**src/rtl/countdown_timer.sv**
```systemverilog
// Two-digit BCD countdown timer with a cycle prescaler and optional auto-reload.
// Define BCD_CHECK_EN to reject loads with a digit above 9 (err pulse) instead of saturating.
module countdown_timer #(
    parameter int unsigned DIV         = 4,
    parameter bit          AUTO_RELOAD = 1'b0
) (
    input  logic       clk,
    input  logic       reset,
    input  logic       load_valid,
    input  logic [3:0] load_one,
    input  logic [3:0] load_zero,
    input  logic       start,
    input  logic       pause,
    input  logic       abort,
    output logic       load_ready,
    output logic [3:0] cnt_one,
    output logic [3:0] cnt_zero,
    output logic       busy,
    output logic       done,
    output logic       err
);

    typedef enum logic [1:0] {StIdle, StRun, StHold, StDone} state_e;

    localparam logic [7:0] PrescMax = 8'(DIV - 1);

    state_e     state_q, state_d;
    logic [3:0] cnt_one_q, cnt_one_d;
    logic [3:0] cnt_zero_q, cnt_zero_d;
    logic [3:0] rld_one_q, rld_one_d;
    logic [3:0] rld_zero_q, rld_zero_d;
    logic [7:0] presc_q, presc_d;
    logic       done_q, done_d;
    logic       err_q, err_d;

    logic       load_bad;
    logic [3:0] ld_one, ld_zero;
    logic       cnt_is_zero;

`ifdef BCD_CHECK_EN
    assign load_bad = (load_one > 4'd9) || (load_zero > 4'd9);
    assign ld_one   = load_one;
    assign ld_zero  = load_zero;
`else
    assign load_bad = 1'b0;
    assign ld_one   = (load_one > 4'd9) ? 4'd9 : load_one;
    assign ld_zero  = (load_zero > 4'd9) ? 4'd9 : load_zero;
`endif

    assign cnt_is_zero = (cnt_one_q == 4'd0) && (cnt_zero_q == 4'd0);

    always_comb begin
        state_d    = state_q;
        cnt_one_d  = cnt_one_q;
        cnt_zero_d = cnt_zero_q;
        rld_one_d  = rld_one_q;
        rld_zero_d = rld_zero_q;
        presc_d    = presc_q;
        done_d     = 1'b0;
        err_d      = 1'b0;

        if (abort) begin
            state_d = StIdle;
        end else begin
            unique case (state_q)
                StIdle, StDone: begin
                    // A load always wins over a coincident start.
                    if (load_valid) begin
                        if (load_bad) begin
                            err_d = 1'b1;
                        end else begin
                            cnt_one_d  = ld_one;
                            cnt_zero_d = ld_zero;
                            rld_one_d  = ld_one;
                            rld_zero_d = ld_zero;
                            state_d    = StIdle;
                        end
                    end else if (start && (state_q == StIdle)) begin
                        if (cnt_is_zero) begin
                            state_d = StDone;
                            done_d  = 1'b1;
                        end else begin
                            state_d = StRun;
                            presc_d = '0;
                        end
                    end
                end
                StRun: begin
                    if (pause) begin
                        state_d = StHold;
                    end else if (AUTO_RELOAD && cnt_is_zero) begin
                        // 00 was shown for one cycle; restart from the last loaded value.
                        cnt_one_d  = rld_one_q;
                        cnt_zero_d = rld_zero_q;
                        presc_d    = '0;
                    end else if (presc_q == PrescMax) begin
                        presc_d = '0;
                        if (cnt_zero_q == 4'd0) begin
                            cnt_zero_d = 4'd9;
                            cnt_one_d  = cnt_one_q - 4'd1;
                        end else begin
                            cnt_zero_d = cnt_zero_q - 4'd1;
                        end
                        if ((cnt_one_q == 4'd0) && (cnt_zero_q == 4'd1)) begin
                            done_d = 1'b1;
                            if (!AUTO_RELOAD) begin
                                state_d = StDone;
                            end
                        end
                    end else begin
                        presc_d = presc_q + 8'd1;
                    end
                end
                StHold: begin
                    if (!pause) begin
                        state_d = StRun;
                    end
                end
                default: state_d = StIdle;
            endcase
        end
    end

    always_ff @(posedge clk or negedge reset) begin
        if (!reset) begin
            state_q    <= StIdle;
            cnt_one_q  <= 4'd0;
            cnt_zero_q <= 4'd0;
            rld_one_q  <= 4'd0;
            rld_zero_q <= 4'd0;
            presc_q    <= 8'd0;
            done_q     <= 1'b0;
            err_q      <= 1'b0;
        end else begin
            state_q    <= state_d;
            cnt_one_q  <= cnt_one_d;
            cnt_zero_q <= cnt_zero_d;
            rld_one_q  <= rld_one_d;
            rld_zero_q <= rld_zero_d;
            presc_q    <= presc_d;
            done_q     <= done_d;
            err_q      <= err_d;
        end
    end

    assign load_ready = (state_q == StIdle) || (state_q == StDone);
    assign busy       = (state_q == StRun) || (state_q == StHold);
    assign cnt_one    = cnt_one_q;
    assign cnt_zero   = cnt_zero_q;
    assign done       = done_q;
    assign err        = err_q;

endmodule

```
**config.mk**
```make
export PLATFORM = sky130hd
export DESIGN_NAME = countdown_timer
export DESIGN_NICKNAME = d
export VERILOG_FILES = /design/src/rtl/countdown_timer.sv
export SDC_FILE = /design/constraint.sdc
export NUM_CORES = 1
export LEC_CHECK = 0
export ABC_AREA = 0
export CAP_MARGIN = 20
export CORE_AREA = 2 2 71 59
export DETAILED_ROUTE_END_ITERATION = 7
export DIE_AREA = 0 0 73 61
export PLACE_DENSITY = 0.65
export SLEW_MARGIN = 5
export SYNTH_ARGS = -nofsm -noshare
export SYNTH_HDL_FRONTEND = slang
export SYNTH_SLANG_ARGS = --single-unit
```
**constraint.sdc**
```tcl
create_clock -name clk -period 3.35 [get_ports clk]
set_clock_uncertainty 0.2 [all_clocks]
set_input_delay 0.67 -clock clk [delete_from_list [all_inputs] [get_ports clk]]
set_output_delay 0.67 -clock clk [all_outputs]
set_load 0.01 [all_outputs]
```
Yosys cells after proc, flatten, opt, wreduce, memory -nomap -nowiden

Cells that the tools add are included.

Bits in registers: 19
Word-level logic and storage cells: 76
Input port bits: 14

Reductions and logical operators: 14
Equal/unequal tests: 16
$add $sub $neg: 3
$lt $le $gt $ge: 2
Multiplexer cells: 35
Bitwise operators: 1

Operators by type and width:

| cell                                                                   | number |
|---|---|
| 4-bit two-way mux                                                      | 10 |
| 8-bit two-way mux                                                      | 5 |
| 2-bit two-way mux                                                      | 8 |
| 4-bit case mux with 2 select lines                                     | 2 |
| 8-bit case mux with 2 select lines                                     | 1 |
| 2-bit inequality test (second input constant)                          | 7 |
| 4-bit inequality test (second input constant)                          | 3 |
| 6-bit AND reduction                                                    | 2 |
| 8-bit by 1-bit adder with 8-bit output (second input constant)         | 1 |
| 8-bit by 2-bit equality test with 1-bit output (second input constant) | 1 |
| 4-bit > comparator (second input constant)                             | 2 |
| 4-bit zero test                                                        | 2 |
| 4-bit by 1-bit subtractor with 4-bit output (second input constant)    | 2 |
| 1-bit two-way mux                                                      | 7 |
| 2-bit case mux with 3 select lines                                     | 1 |
| 5-bit AND reduction                                                    | 1 |
| 2-bit equality test (second input constant)                            | 2 |
| 4-bit by 1-bit equality test with 1-bit output (second input constant) | 1 |
| 4-bit AND reduction                                                    | 1 |
| 1-bit logical AND                                                      | 3 |
| 3-bit inequality test (second input constant)                          | 1 |
| 2-bit by 1-bit equality test with 1-bit output (second input constant) | 1 |
| 2-bit zero test                                                        | 1 |
| 1-bit logical OR                                                       | 2 |
| 4 further kinds                                                        | 4 |

Depth between registers and ports, before layout

Gate-level depths: netlist (run 1).

Depth in word-level cells: 7
Depth in mapped cells: 7
Mapped depth without buffers: 6

Worst setup path before layout (run 1)

Ideal clock, no wire load.

Path type: reg-to-reg
Start: register presc_q[0]
End: register cnt_zero_q[2] (netlist: cnt_zero[2])
Library setup time: 0.126 ns
Path slack: 1.082 ns
Stages on the path, launching flop included: 6
Data arrival time: 1.942 ns
Path buffers: 0
Cells stage by stage: dfrtp_1 ha_1 or4b_4 nor3_4 mux2_2 a221o_1

Longest elaborated chain between the ends: 3

Ends and longest elaborated chain:

| element                                        | line | text |
|---|---|---|
| start: declaration                             | 32   | `logic [7:0] presc_q, presc_d;` |
| start signal: assignment                       | 140  | `presc_q <= presc_d;` |
| 8-bit by 2-bit equality test with 1-bit output | 96   | `end else if (presc_q == PrescMax) begin` |
| 2-bit inequality test (no source line)         | -    |  |
| 5-bit AND reduction (no source line)           | -    |  |
| end signal: assignment                         | 137  | `cnt_zero_q <= cnt_zero_d;` |
| end: declaration                               | 29   | `logic [3:0] cnt_zero_q, cnt_zero_d;` |

No other way between the ends.
A chain may end at the register's enable or synchronous reset.

Final worst setup path (run 1)

Start: register state_q[1]
End: output load_ready

Longest elaborated chain between the ends: 2
Elaborated cells between the ends (all ways): 3
Those cells by class: eq/ne: 1; reduce/logical: 2

Ends and longest elaborated chain:

| element                                                | line | text |
|---|---|---|
| start: declaration                                     | 27   | `state_e state_q, state_d;` |
| start signal: assignment                               | 126  | `state_q <= StIdle;` |
| start signal: assignment                               | 135  | `state_q <= state_d;` |
| 2-bit equality test or 2-bit zero test (tied branches) | 146  | `assign load_ready = (state_q == StIdle) \|\| (state_q == StDone);` |
| 1-bit logical OR (*)                                   | 146  |  |
| end: declaration                                       | 15   | `output logic load_ready,` |

Every way passes the cells marked *; elsewhere a longest branch is shown, timed or not.

==> results of run 1 <==
path summary, 6_finish.rpt:
path                       startpoint     endpoint  slack, ns  cells after the start
setup / recovery           state_q[1]   load_ready       0.49                      4
setup reg to reg           state_q[1]  cnt_zero[2]       0.91                      6
hold reg to reg            presc_q[0]   presc_q[0]       0.32                      1
min in group asynchronous       reset   presc_q[0]       0.70                      1
max in group asynchronous       reset  cnt_zero[0]       1.71                      1
hold / removal             presc_q[0]   presc_q[0]       0.32                      1
metrics by stage:
step	area (µm²)	hold WS (ns)	util	worst slack, ns	cells
final	1780	0.3161	0.4775	0.4934	226
after global routing	1780	0.3529	0.4775	0.3057	226
after CTS	1780	0.3169	0.4775	0.4704	226
after detailed placement	1734	0.2970	0.4651	0.6023	222
after global placement	1734	0.3016	0.4651	0.6956	222
after floorplan	1453	0.1744	-	1.082	158
area by class of cell:
class / instances / area share
Tap cell: 44 / 0.03092
Timing Repair Buffer: 26 / 0.1434
Inverter: 9 / 0.01897
Sequential cell: 19 / 0.2670
Clock buffer: 3 / 0.02319
Multi-Input combinational cell: 124 / 0.5137
Clock inverter: 1 / 0.002811
where the power goes:
| group | leakage [nW] | internal [mW] | switching [mW] | total, mW |
|---|---|---|---|---|
| clock network | 0.0255 | 0.0828 | 0.0802 | 0.163 |
| registers | 0.245 | 0.297 | 0.106 | 0.402 |
| logic | 0.404 | 0.297 | 0.318 | 0.615 |
sequential cells by signal, indices dropped and copies added (netlist names):
name	cells
cnt_one	4
cnt_zero	4
done	1
presc_q	8
state_q	2
logic make-up after synthesis:
group / Yosys count / synth area share
and+or+nand+nor: 62 / 0.2601
AOI/OAI and AO/OA: 45 / 0.2429
adders and majority gates: 7 / 0.06029
DFF: 19 / 0.3273
muxes: 9 / 0.06374
other: 1 / 0.002582
buffers and inverters: 15 / 0.04306
cells in the mapped netlist (all sizes together), types with 2 or more instances:
cell	count
nand2b	5
nand3	4
a211oi	3
dfrtp	19
nor2	11
and3	2
ha	7
o221ai	6
or3	2
nor3	9
a21oi	3
a221o	3
o21ai	9
buf	2
nor4	4
mux2	2
nor3b	2
nand2	9
a32o	3
o2bb2ai	3
nor4b	4
mux2i	7
nor2b	2
nand3b	2
a22oi	3
o21a	2
clkbuf	4
inv	9
metal layers:
metal	global-route usage	up-vias	routed length, µm
met5	0	-	0
met4	0.04233	0	15
met3	0.04983	2	215
met2	0.2780	48	1654
met1	0.2625	664	1844
li1	-	662	-
critical path: stages, from the launching register on:
cell                              delay [ns]
sky130_fd_sc_hd__dfrtp_1                0.38
sky130_fd_sc_hd__inv_1                  0.08
sky130_fd_sc_hd__ha_1                   0.59
sky130_fd_sc_hd__inv_1                  0.16
sky130_fd_sc_hd__clkdlybuf4s50_1        0.52
==> results.txt, run 1 <==
----------------------------------------------------
[Route]
  Mean number of vias per cell ... 6.088
  Total DRC errors in the routed layout ... 0
  Routed wire length per instance ... about 17 µm
  Total Wirelength ... approximately 3700 µm
  Post-route ant nets ... 0
  Detailed router's first-iteration violation count ... between 100 and 150
  Vias after detailed routing ... 1376
  First-pass DRT Iterations ... 4

[STA]
  Post-route fraction of the period consumed by the critical path ... 0.8527
  FMAX ... 350.1 MHz
  Max-slew headroom ... 0.4185
  Worst Tran Pin Value ... 0.8696 ns
  Aggregate negative setup slack ... 0 ns
  Pins over their slew limit ... 0
  Count of endpoints failing hold in the final timing report ... 0
  Setup repair after global routing missed its margin ... false
  Finish-stage setup viols ... 0
  Min Clock Period, post-route ... 2.857 ns

[Placement]
  Count of input and output buffers ... 24
  Routability cong. ... between 0.8 and 0.9
  DPL Wire Length ... 2875 µm

[Synthesis]
  Leading register cell type out of synthesis ... sky130_fd_sc_hd__dfrtp_1
  Synthesized netlist cell count ... 158
  Leading post-synthesis cells by cell area ... sky130_fd_sc_hd__dfrtp_1 33%, sky130_fd_sc_hd__ha_1 6.0%, sky130_fd_sc_hd__mux2i_1 4.8%
  Sequential fraction of the synthesis area ... 0.3273
  Warnings from Yosys ... 0
  Post-synth EDFFs ... 0
  Synthesized area ... 0.001453 mm²
  Number of different library cells in the post-synthesis netlist ... 51
  Library cell with the largest summed area after synthesis ... sky130_fd_sc_hd__dfrtp_1
  Area share of the leading cell type in the synthesized netlist ... 0.3273
  Average footprint of a synthesized cell ... around 9.2 µm²
  Seq cells post-synth ... 19
  Post-synthesis async set-or-reset flop share ... 1.000
  Number of nets in the synthesized netlist ... 179

[Worst setup path]
  Required arrival time at the worst endpoint ... 2.48 ns
  Type of destination of the critical path ... output pin
  Critical path class ... flop to output pin
  WP data arrival ... 1.99 ns
  Kind of start point of the critical path ... flop
  Crit path max fanout ... 16

[Global routing]
  Gr ovfl total ... 0
  First-pass GRT wire length ... 6279 µm
  Maximum number of pins on one net before global-route repair ... 20
  Gr usage total ... 0.1837
  Vias in the first global route ... ~1300
  Number of antenna violations at the first check in global routing ... 0

[Power and ir drop]
  Worst supply voltage drop on vdd ... 0.0003190 V
  Standby leakage power ... 0.6746 nW
  Areal power density over the cells ... 662.9 mW/mm²
  Total power consumption of the routed design ... 1.180 mW

[CTS]
  Number of levels the H-tree was split into ... 1
  Worst-case clock buffer depth ... 2
  Number of gates given a new drive strength after cts ... 0
  Number of buffers added for setup after CTS ... 0
  Clock root buffer master ... sky130_fd_sc_hd__clkbuf_8
  Hold buffer count at CTS ... 0
  Cts bufs inserted ... 3
  Worst-Skew Late Latency ... approximately 0.26 ns
  CTS tree ... yes
  Register clock-pin slew on the reported worst setup and hold paths ... roughly 0.080 ns
  Total number of clock tree sinks ... 19

[Floorplanning]
  Die W ... 73 µm
  Floorplan die area ... 0.004453 mm²
  Effective utilization at floorplan ... 0.3896
  Height of the die ... around 61 µm
  Number of placement rows ... 20
  Io pins ... 26
  Standard cell core area ... 0.003729 mm²

[Layout]
  Most common cell after layout, fill and taps aside ... sky130_fd_sc_hd__clkdlybuf4s50_1
  Area taken by multi-input logic gates ... 914.6 µm²
  Commonest cells after routing, fill and taps aside ... 24 x sky130_fd_sc_hd__clkdlybuf4s50_1, 19 x sky130_fd_sc_hd__dfrtp_1, 11 x sky130_fd_sc_hd__nor2_1
  Layout cell share with drive strength beyond 1 ... 0.07692
  Total Nets Final ... 204
  Relative area change from synthesis to final layout ... 22.57%
  Filler instances ... 351
  Antenna Cells ... 0
  Area taken by flip-flops and latches ... approximately 480 µm²

[Run status]
  Run status ... completed

[Min path]
  Classification of the worst-slack hold path ... flop to flop

[Run]
  Max Cap Violations ... 0

----------------------------------------------------
(Power assumes the default switching activity.)
==> run 2: changes to the inputs <==
CAP_MARGIN = unset   (was 20)
==> results of run 2 <==
The final DEF is identical to that of run 1; final timing and power are the same.
